## src/rtl/ram_arbiter_pkg.sv

```systemverilog
// Shared types and constants for the three-port SDRAM arbiter.
package ram_arbiter_pkg;

  localparam int ADDR_W = 25;
  localparam int DATA_W = 128;

  // Tag stored per outstanding read: which reader the returned data belongs to
  localparam logic TAG_VGA = 1'b0;
  localparam logic TAG_HDR = 1'b1;

  typedef enum logic {
    ST_IDLE  = 1'b0,
    ST_GRANT = 1'b1
  } state_t;

  typedef enum logic [1:0] {
    PORT_NONE = 2'd0,
    PORT_VGA  = 2'd1,
    PORT_CAM  = 2'd2,
    PORT_HDR  = 2'd3
  } port_t;

endpackage

```

## src/rtl/ram_tag_fifo.sv

```systemverilog
// In-order read-tag FIFO: records which reader owns each outstanding SDRAM read.
module ram_tag_fifo #(
  parameter int DEPTH = 8
) (
  input  logic clk,
  input  logic rst,
  input  logic i_push,
  input  logic i_din,
  input  logic i_pop,
  output logic o_dout,
  output logic o_full,
  output logic o_empty
);

  localparam int PTR_W = $clog2(DEPTH);

  logic [DEPTH-1:0] r_mem;
  logic [PTR_W-1:0] r_wr_ptr;
  logic [PTR_W-1:0] r_rd_ptr;
  logic [PTR_W:0]   r_count;
  logic             w_push;
  logic             w_pop;

  assign w_pop   = i_pop & ~o_empty;
  assign w_push  = i_push & (~o_full | w_pop);
  assign o_full  = (r_count == (PTR_W+1)'(DEPTH));
  assign o_empty = (r_count == '0);
  assign o_dout  = r_mem[r_rd_ptr];

  // NOTE: storage has no reset; the pointers and count alone define which entries are valid.
  always_ff @(posedge clk) begin
    if (w_push) r_mem[r_wr_ptr] <= i_din;
  end

  // NOTE: sequential state uses non-blocking assignments so every flop samples pre-edge values.
  always_ff @(posedge clk or posedge rst) begin
    if (rst) begin
      r_wr_ptr <= '0;
      r_rd_ptr <= '0;
      r_count  <= '0;
    end else begin
      if (w_push) r_wr_ptr <= r_wr_ptr + PTR_W'(1);
      if (w_pop)  r_rd_ptr <= r_rd_ptr + PTR_W'(1);
      case ({w_push, w_pop})
        2'b10:   r_count <= r_count + (PTR_W+1)'(1);
        2'b01:   r_count <= r_count - (PTR_W+1)'(1);
        default: r_count <= r_count;
      endcase
    end
  end

endmodule

```

## src/rtl/ram_arbiter.sv

```systemverilog
// Shares one SDRAM controller port between camera writer, VGA reader and HDR reader,
// with fixed priority, HDR anti-starvation and in-order read-data return.
module ram_arbiter
  import ram_arbiter_pkg::*;
#(
  parameter int TAG_DEPTH    = 8,
  parameter int STARVE_LIMIT = 16
) (
  input  logic              clk_133M,
  input  logic              rst_133M,
  input  logic              cam_wr_req,
  input  logic [ADDR_W-1:0] cam_wr_address,
  input  logic [DATA_W-1:0] cam_data,
  output logic              cam_busy,
  input  logic              vga_rd_req,
  input  logic [ADDR_W-1:0] vga_rd_address,
  output logic              vga_busy,
  output logic [DATA_W-1:0] vga_rd_data,
  output logic              vga_rd_valid,
  input  logic              hdr_rd_req,
  input  logic [ADDR_W-1:0] hdr_rd_address,
  output logic              hdr_busy,
  output logic [DATA_W-1:0] hdr_rd_data,
  output logic              hdr_rd_valid,
  output logic              ram_req,
  output logic              ram_we,
  output logic [ADDR_W-1:0] ram_address,
  output logic [DATA_W-1:0] ram_wdata,
  input  logic              ram_busy,
  input  logic [DATA_W-1:0] ram_rd_data,
  input  logic              ram_rd_valid,
  output logic              tag_err
);

  localparam int CNT_W = $clog2(STARVE_LIMIT + 1);

  state_t            r_state, w_next_state;
  port_t             r_winner, w_winner;
  logic              r_cam_full, r_vga_full, r_hdr_full;
  logic [ADDR_W-1:0] r_cam_addr, r_vga_addr, r_hdr_addr;
  logic [DATA_W-1:0] r_cam_data;
  logic [CNT_W-1:0]  r_starve_cnt;
  logic              r_ram_we;
  logic [ADDR_W-1:0] r_ram_address;
  logic [DATA_W-1:0] r_ram_wdata;
  logic [DATA_W-1:0] r_vga_rd_data, r_hdr_rd_data;
  logic              r_vga_rd_valid, r_hdr_rd_valid, r_tag_err;
  logic              w_fifo_full, w_fifo_empty, w_fifo_dout;
  logic              w_vga_elig, w_hdr_elig, w_force_hdr, w_go, w_issue, w_push;

  // Reads may only be issued while a tag slot is free for their return.
  assign w_vga_elig  = r_vga_full & ~w_fifo_full;
  assign w_hdr_elig  = r_hdr_full & ~w_fifo_full;
  assign w_force_hdr = (r_starve_cnt >= CNT_W'(STARVE_LIMIT)) & w_hdr_elig;
  assign w_go        = (r_state == ST_IDLE) & ~ram_busy & (w_winner != PORT_NONE);
  assign w_issue     = (r_state == ST_GRANT);
  assign w_push      = w_go & ((w_winner == PORT_VGA) | (w_winner == PORT_HDR));

  // NOTE: every combinational output gets a default first so no path can infer a latch.
  always_comb begin
    w_winner = PORT_NONE;
    if (w_force_hdr)     w_winner = PORT_HDR;
    else if (w_vga_elig) w_winner = PORT_VGA;
    else if (r_cam_full) w_winner = PORT_CAM;
    else if (w_hdr_elig) w_winner = PORT_HDR;
  end

  always_ff @(posedge clk_133M or posedge rst_133M) begin
    if (rst_133M) r_state <= ST_IDLE;
    else          r_state <= w_next_state;
  end

  always_comb begin
    w_next_state = r_state;
    case (r_state)
      ST_IDLE:  if (w_go) w_next_state = ST_GRANT;
      ST_GRANT: w_next_state = ST_IDLE;
    endcase
  end

  always_comb begin
    ram_req = (r_state == ST_GRANT);
  end

  // Request slots: capture only when empty, release on the issue cycle.
  always_ff @(posedge clk_133M or posedge rst_133M) begin
    if (rst_133M) begin
      r_cam_full <= 1'b0;
      r_vga_full <= 1'b0;
      r_hdr_full <= 1'b0;
      r_cam_addr <= '0;
      r_vga_addr <= '0;
      r_hdr_addr <= '0;
      r_cam_data <= '0;
    end else begin
      if (w_issue && r_winner == PORT_CAM) r_cam_full <= 1'b0;
      else if (!r_cam_full && cam_wr_req) begin
        r_cam_full <= 1'b1;
        r_cam_addr <= cam_wr_address;
        r_cam_data <= cam_data;
      end
      if (w_issue && r_winner == PORT_VGA) r_vga_full <= 1'b0;
      else if (!r_vga_full && vga_rd_req) begin
        r_vga_full <= 1'b1;
        r_vga_addr <= vga_rd_address;
      end
      if (w_issue && r_winner == PORT_HDR) r_hdr_full <= 1'b0;
      else if (!r_hdr_full && hdr_rd_req) begin
        r_hdr_full <= 1'b1;
        r_hdr_addr <= hdr_rd_address;
      end
    end
  end

  always_ff @(posedge clk_133M or posedge rst_133M) begin
    if (rst_133M) begin
      r_winner      <= PORT_NONE;
      r_ram_we      <= 1'b0;
      r_ram_address <= '0;
      r_ram_wdata   <= '0;
      r_starve_cnt  <= '0;
    end else begin
      if (w_go) begin
        r_winner    <= w_winner;
        r_ram_we    <= (w_winner == PORT_CAM);
        r_ram_wdata <= (w_winner == PORT_CAM) ? r_cam_data : '0;
        case (w_winner)
          PORT_VGA: r_ram_address <= r_vga_addr;
          PORT_CAM: r_ram_address <= r_cam_addr;
          PORT_HDR: r_ram_address <= r_hdr_addr;
          default:  r_ram_address <= r_ram_address;
        endcase
      end
      // Counts grants HDR loses while waiting; saturates at the force threshold.
      if (!r_hdr_full) r_starve_cnt <= '0;
      else if (w_go) begin
        if (w_winner == PORT_HDR) r_starve_cnt <= '0;
        else if (r_starve_cnt != CNT_W'(STARVE_LIMIT)) r_starve_cnt <= r_starve_cnt + CNT_W'(1);
      end
    end
  end

  ram_tag_fifo #(
    .DEPTH (TAG_DEPTH)
  ) u_tag_fifo (
    .clk     (clk_133M),
    .rst     (rst_133M),
    .i_push  (w_push),
    .i_din   ((w_winner == PORT_HDR) ? TAG_HDR : TAG_VGA),
    .i_pop   (ram_rd_valid),
    .o_dout  (w_fifo_dout),
    .o_full  (w_fifo_full),
    .o_empty (w_fifo_empty)
  );

  // Read-return demux: data goes to whichever reader owns the oldest tag.
  always_ff @(posedge clk_133M or posedge rst_133M) begin
    if (rst_133M) begin
      r_vga_rd_data  <= '0;
      r_hdr_rd_data  <= '0;
      r_vga_rd_valid <= 1'b0;
      r_hdr_rd_valid <= 1'b0;
      r_tag_err      <= 1'b0;
    end else begin
      r_vga_rd_valid <= 1'b0;
      r_hdr_rd_valid <= 1'b0;
      if (ram_rd_valid) begin
        if (w_fifo_empty) r_tag_err <= 1'b1;
        else if (w_fifo_dout == TAG_VGA) begin
          r_vga_rd_data  <= ram_rd_data;
          r_vga_rd_valid <= 1'b1;
        end else begin
          r_hdr_rd_data  <= ram_rd_data;
          r_hdr_rd_valid <= 1'b1;
        end
      end
    end
  end

  assign cam_busy     = r_cam_full;
  assign vga_busy     = r_vga_full;
  assign hdr_busy     = r_hdr_full;
  assign ram_we       = r_ram_we;
  assign ram_address  = r_ram_address;
  assign ram_wdata    = r_ram_wdata;
  assign vga_rd_data  = r_vga_rd_data;
  assign vga_rd_valid = r_vga_rd_valid;
  assign hdr_rd_data  = r_hdr_rd_data;
  assign hdr_rd_valid = r_hdr_rd_valid;
  assign tag_err      = r_tag_err;

endmodule

```

## config.mk

```make
export PLATFORM = sky130hd
export DESIGN_NAME = ram_arbiter
export DESIGN_NICKNAME = d
export VERILOG_FILES = /design/src/rtl/ram_arbiter_pkg.sv /design/src/rtl/ram_tag_fifo.sv /design/src/rtl/ram_arbiter.sv
export SDC_FILE = /design/constraint.sdc
export NUM_CORES = 1
export LEC_CHECK = 0
export CORE_AREA = 8 8 284 286
export CTS_CLUSTER_SIZE = 14
export DETAILED_ROUTE_END_ITERATION = 8
export DIE_AREA = 0 0 292 294
export SYNTH_ARGS = -nofsm -noshare
export SYNTH_HDL_FRONTEND = slang
export SYNTH_SLANG_ARGS = --single-unit
```

## constraint.sdc

```tcl
create_clock -name clk_133M -period 26.3 [get_ports clk_133M]
set_clock_uncertainty 0.2 [all_clocks]
set_input_delay 5.26 -clock clk_133M [delete_from_list [all_inputs] [get_ports clk_133M]]
set_output_delay 5.26 -clock clk_133M [all_outputs]
set_load 0.05 [all_outputs]
```

==> results.yml <==
outcome:
  status: "finished clean"
routing:
  antenna_left: 0
  dr.pass1.iters: 4
  routedWlPerCell_um: 23.36
  vias: 16520
  drc: 0
  drt_iter0_drc: 781
  viasPerCell: 4.850
  routed_wl_mm: 79.57
setup_path:
  crit_path_start_kind: "input port"
  crit_arrival_ps: 8480
  crit_type: "input port to register"
  crit_required_ps: 26580
  crit_top_cell: "buf_4"
  slowest_delay_ps: 910
  crit_chain: "clkdlybuf4s50_1 -> nand3b_1 -> buf_4 -> buf_4 -> mux2_2"
  crit_slowest_cell: "buf_4"
  cp-end-kind: "register"
  worstPathMaxFanout: 72
sta:
  fmax_mhz: 121.9
  finalSetupViolCount: 0
  rsz0062_at_grt: "false"
  fin_setup_tns_ps: 0
  hold_viol: 0
  tightest_slew_ps: 1235
  drv_slew: 0
  setup_ws_ps: 18100
  period_share_pct: 31.18
  min_period_ps: 8201
  slew-limit-headroom_pct: 17.64
logic_synthesis:
  syn_avg_cell_area_um2: 15.42
  syn_inst: 1606
  synth-async-reset-ratio_pct: 98.76
  synth-edff-count: 8
  synthDistinctLibCells: 50
  synth_top_family_by_area: "multiplexers"
  synth_fa_ha_area_share_pct: 0.3536
  syn_nets: 1951
  synth_largest_area_cell: "dfrtp_1"
  ys_top_cells_by_area: "dfrtp_1 64%, mux2_2 21%, a22o_1 4.5%, buf_2 0.97%, edfxtp_1 0.97%"
  ys_ff_latch: 645
  synth.mux.area_fraction_pct: 21.22
  synth_compound_area_share_pct: 7.743
  yosys.area_share.simple_pct: 2.763
  yosysSeqAreaShare_pct: 65.32
  synth_most_common_cell: "dfrtp_1"
  yosysWarnings: 0
  yosys.area.top_type_share_pct: 64.35
  synth_area_mm2: 0.02477
  synth_xor_xnor_area_share_pct: 0.3182
  yosys-top-cells-count: "637 x dfrtp_1, 461 x mux2_2, 128 x a22o_1"
  ys.flop_type: "dfrtp_1"
clocking:
  cts_tree: "built"
  hold_buffers: 0
  cts_buffers: 75
  clk_latency_ps: 610
  clkTransAtPathRegs_ps: 50
  h-tree-depth: 3
  cts_setup_buffers: 0
  cts_buffer_depth: 3
  root_buffer: "clkbuf_16"
  clock_sinks: 645
  cts_resized: 0
floorplanning:
  die_h_um: 294
  coreArea_mm2: 0.07645
  start_util_pct: 32.41
  dieWidth_um: 292
  die_area_mm2: 0.08585
  core.rowCount: 102
  io_pins: 755
power:
  p_leak_nw: 15.13
  vdd_drop_max_mv: 0.07507
  power.density_mw_per_mm2: 152.8
placement:
  gp_congestion: 0.7742
  pre_cts_slack_ps: 17430
  hpwl_mm: 57.19
  dp_cells: 3259
  portBuffers: 754
global_route:
  grt_pass1_wl_mm: 118.6
  antenna_found_initial: 17
  grt_start_max_net_pins: 150
  grt_use_total_pct: 17.88
  grt_overflow: 0
  grt_pass1_vias: 17910
final_layout:
  drive_above_1_share_pct: 25.70
  nNetsFinal: 2693
  syn_to_final_growth_pct: 44.93
  fin_cells: 3406
  fin_util_pct: 46.96
run:
  max_cap_violations: 0
worst_hold_path:
  holdCritPathClass: "register to register"
[registers in the layout (all words and copies together), names as in the netlist, 2 cells and up]
signal,count
hdr_rd_data,128
r_cam_addr,25
r_cam_data,128
r_hdr_addr,25
r_starve_cnt,5
r_vga_addr,25
r_winner,2
ram_address,25
ram_wdata,128
u_tag_fifo.r_count,4
u_tag_fifo.r_mem,8
u_tag_fifo.r_rd_ptr,3
u_tag_fifo.r_wr_ptr,3
vga_rd_data,128
[routing by layer]
metal / GRT usage (%) / up-vias / routed length (µm)
met4: 6.431 / 16 / 2703
met1: 20.79 / 8341 / 30550
met3: 7.451 / 141 / 7696
li1: - / 7384 / -
met5: 0 / - / 100
met2: 29.57 / 636 / 38520
[final timing paths]
| kind | slack [ps] | start | endpoint | cells after the start |
|---|---|---|---|---|
| worst min-delay path | 260 | tag_err | tag_err | 1 |
| max in group asynchronous | 18460 | rst_133M | vga_rd_data[110] | 4 |
| worst max-delay path | 18100 | cam_wr_req | r_cam_data[111] | 5 |
| worst max register to register | 22080 | u_tag_fifo.r_count[0] | ram_wdata[87] | 6 |
| min in group asynchronous | 5040 | rst_133M | ram_wdata[89] | 2 |
| worst min register to register | 260 | tag_err | tag_err | 1 |
[report_power, final]
group	switching [mW]	internal (mW)
clock	0.434	0.654
combinational	1.64	1.02
sequential	0.274	1.47
total	2.34	3.14
[cell usage in the layout, fill, tap and decap left out, types with 21 or more instances in the layout]
cell             count
a22o_1             128
clkbuf_16           75
clkbuf_8            25
clkdlybuf4s50_1    754
dfrtp_1            637
mux2_2             461
nand2_1             40
nor3b_1             22
o211ai_1            21
o21ai_0             30
[final cells by class]
class	instances	area, µm²
timing repair buffer	773	7702
sequential	645	16180
clock inverter	25	387.9
clock buffer	113	2270
inverter	10	45.04
tap	988	1236
fill	6698	40540
multi-input combinational	843	8058
antenna	9	22.52
[worst max-delay path, delay by kind of cell]
family	cells	cell delay [ps]
buffers and inverters	3	2180
muxes	1	430
and+or+nand+nor	1	500
[stage by stage]
| stage | power, mW | area [µm²] | hold slack [ps] |
|---|---|---|---|
| 6_report | 5.485 | 35900 | 256.6 |
| 2_1_floorplan | 3.474 | 24770 | 260.4 |
| 3_5_place_dp | 4.442 | 33220 | 254.0 |
| 3_3_place_gp | 4.393 | 33220 | 250.3 |
| 5_1_grt | 5.747 | 35890 | 282.1 |
| 4_1_cts | 5.561 | 35880 | 260.7 |
[logic make-up after synthesis]
kind of cell | count (synthesis)
mux | 465
flops | 645
buf+inv | 118
xor+xnor | 9
simple gates | 118
fa+ha+maj | 7
compound gates | 244
Power figures use the tool's default switching activity.
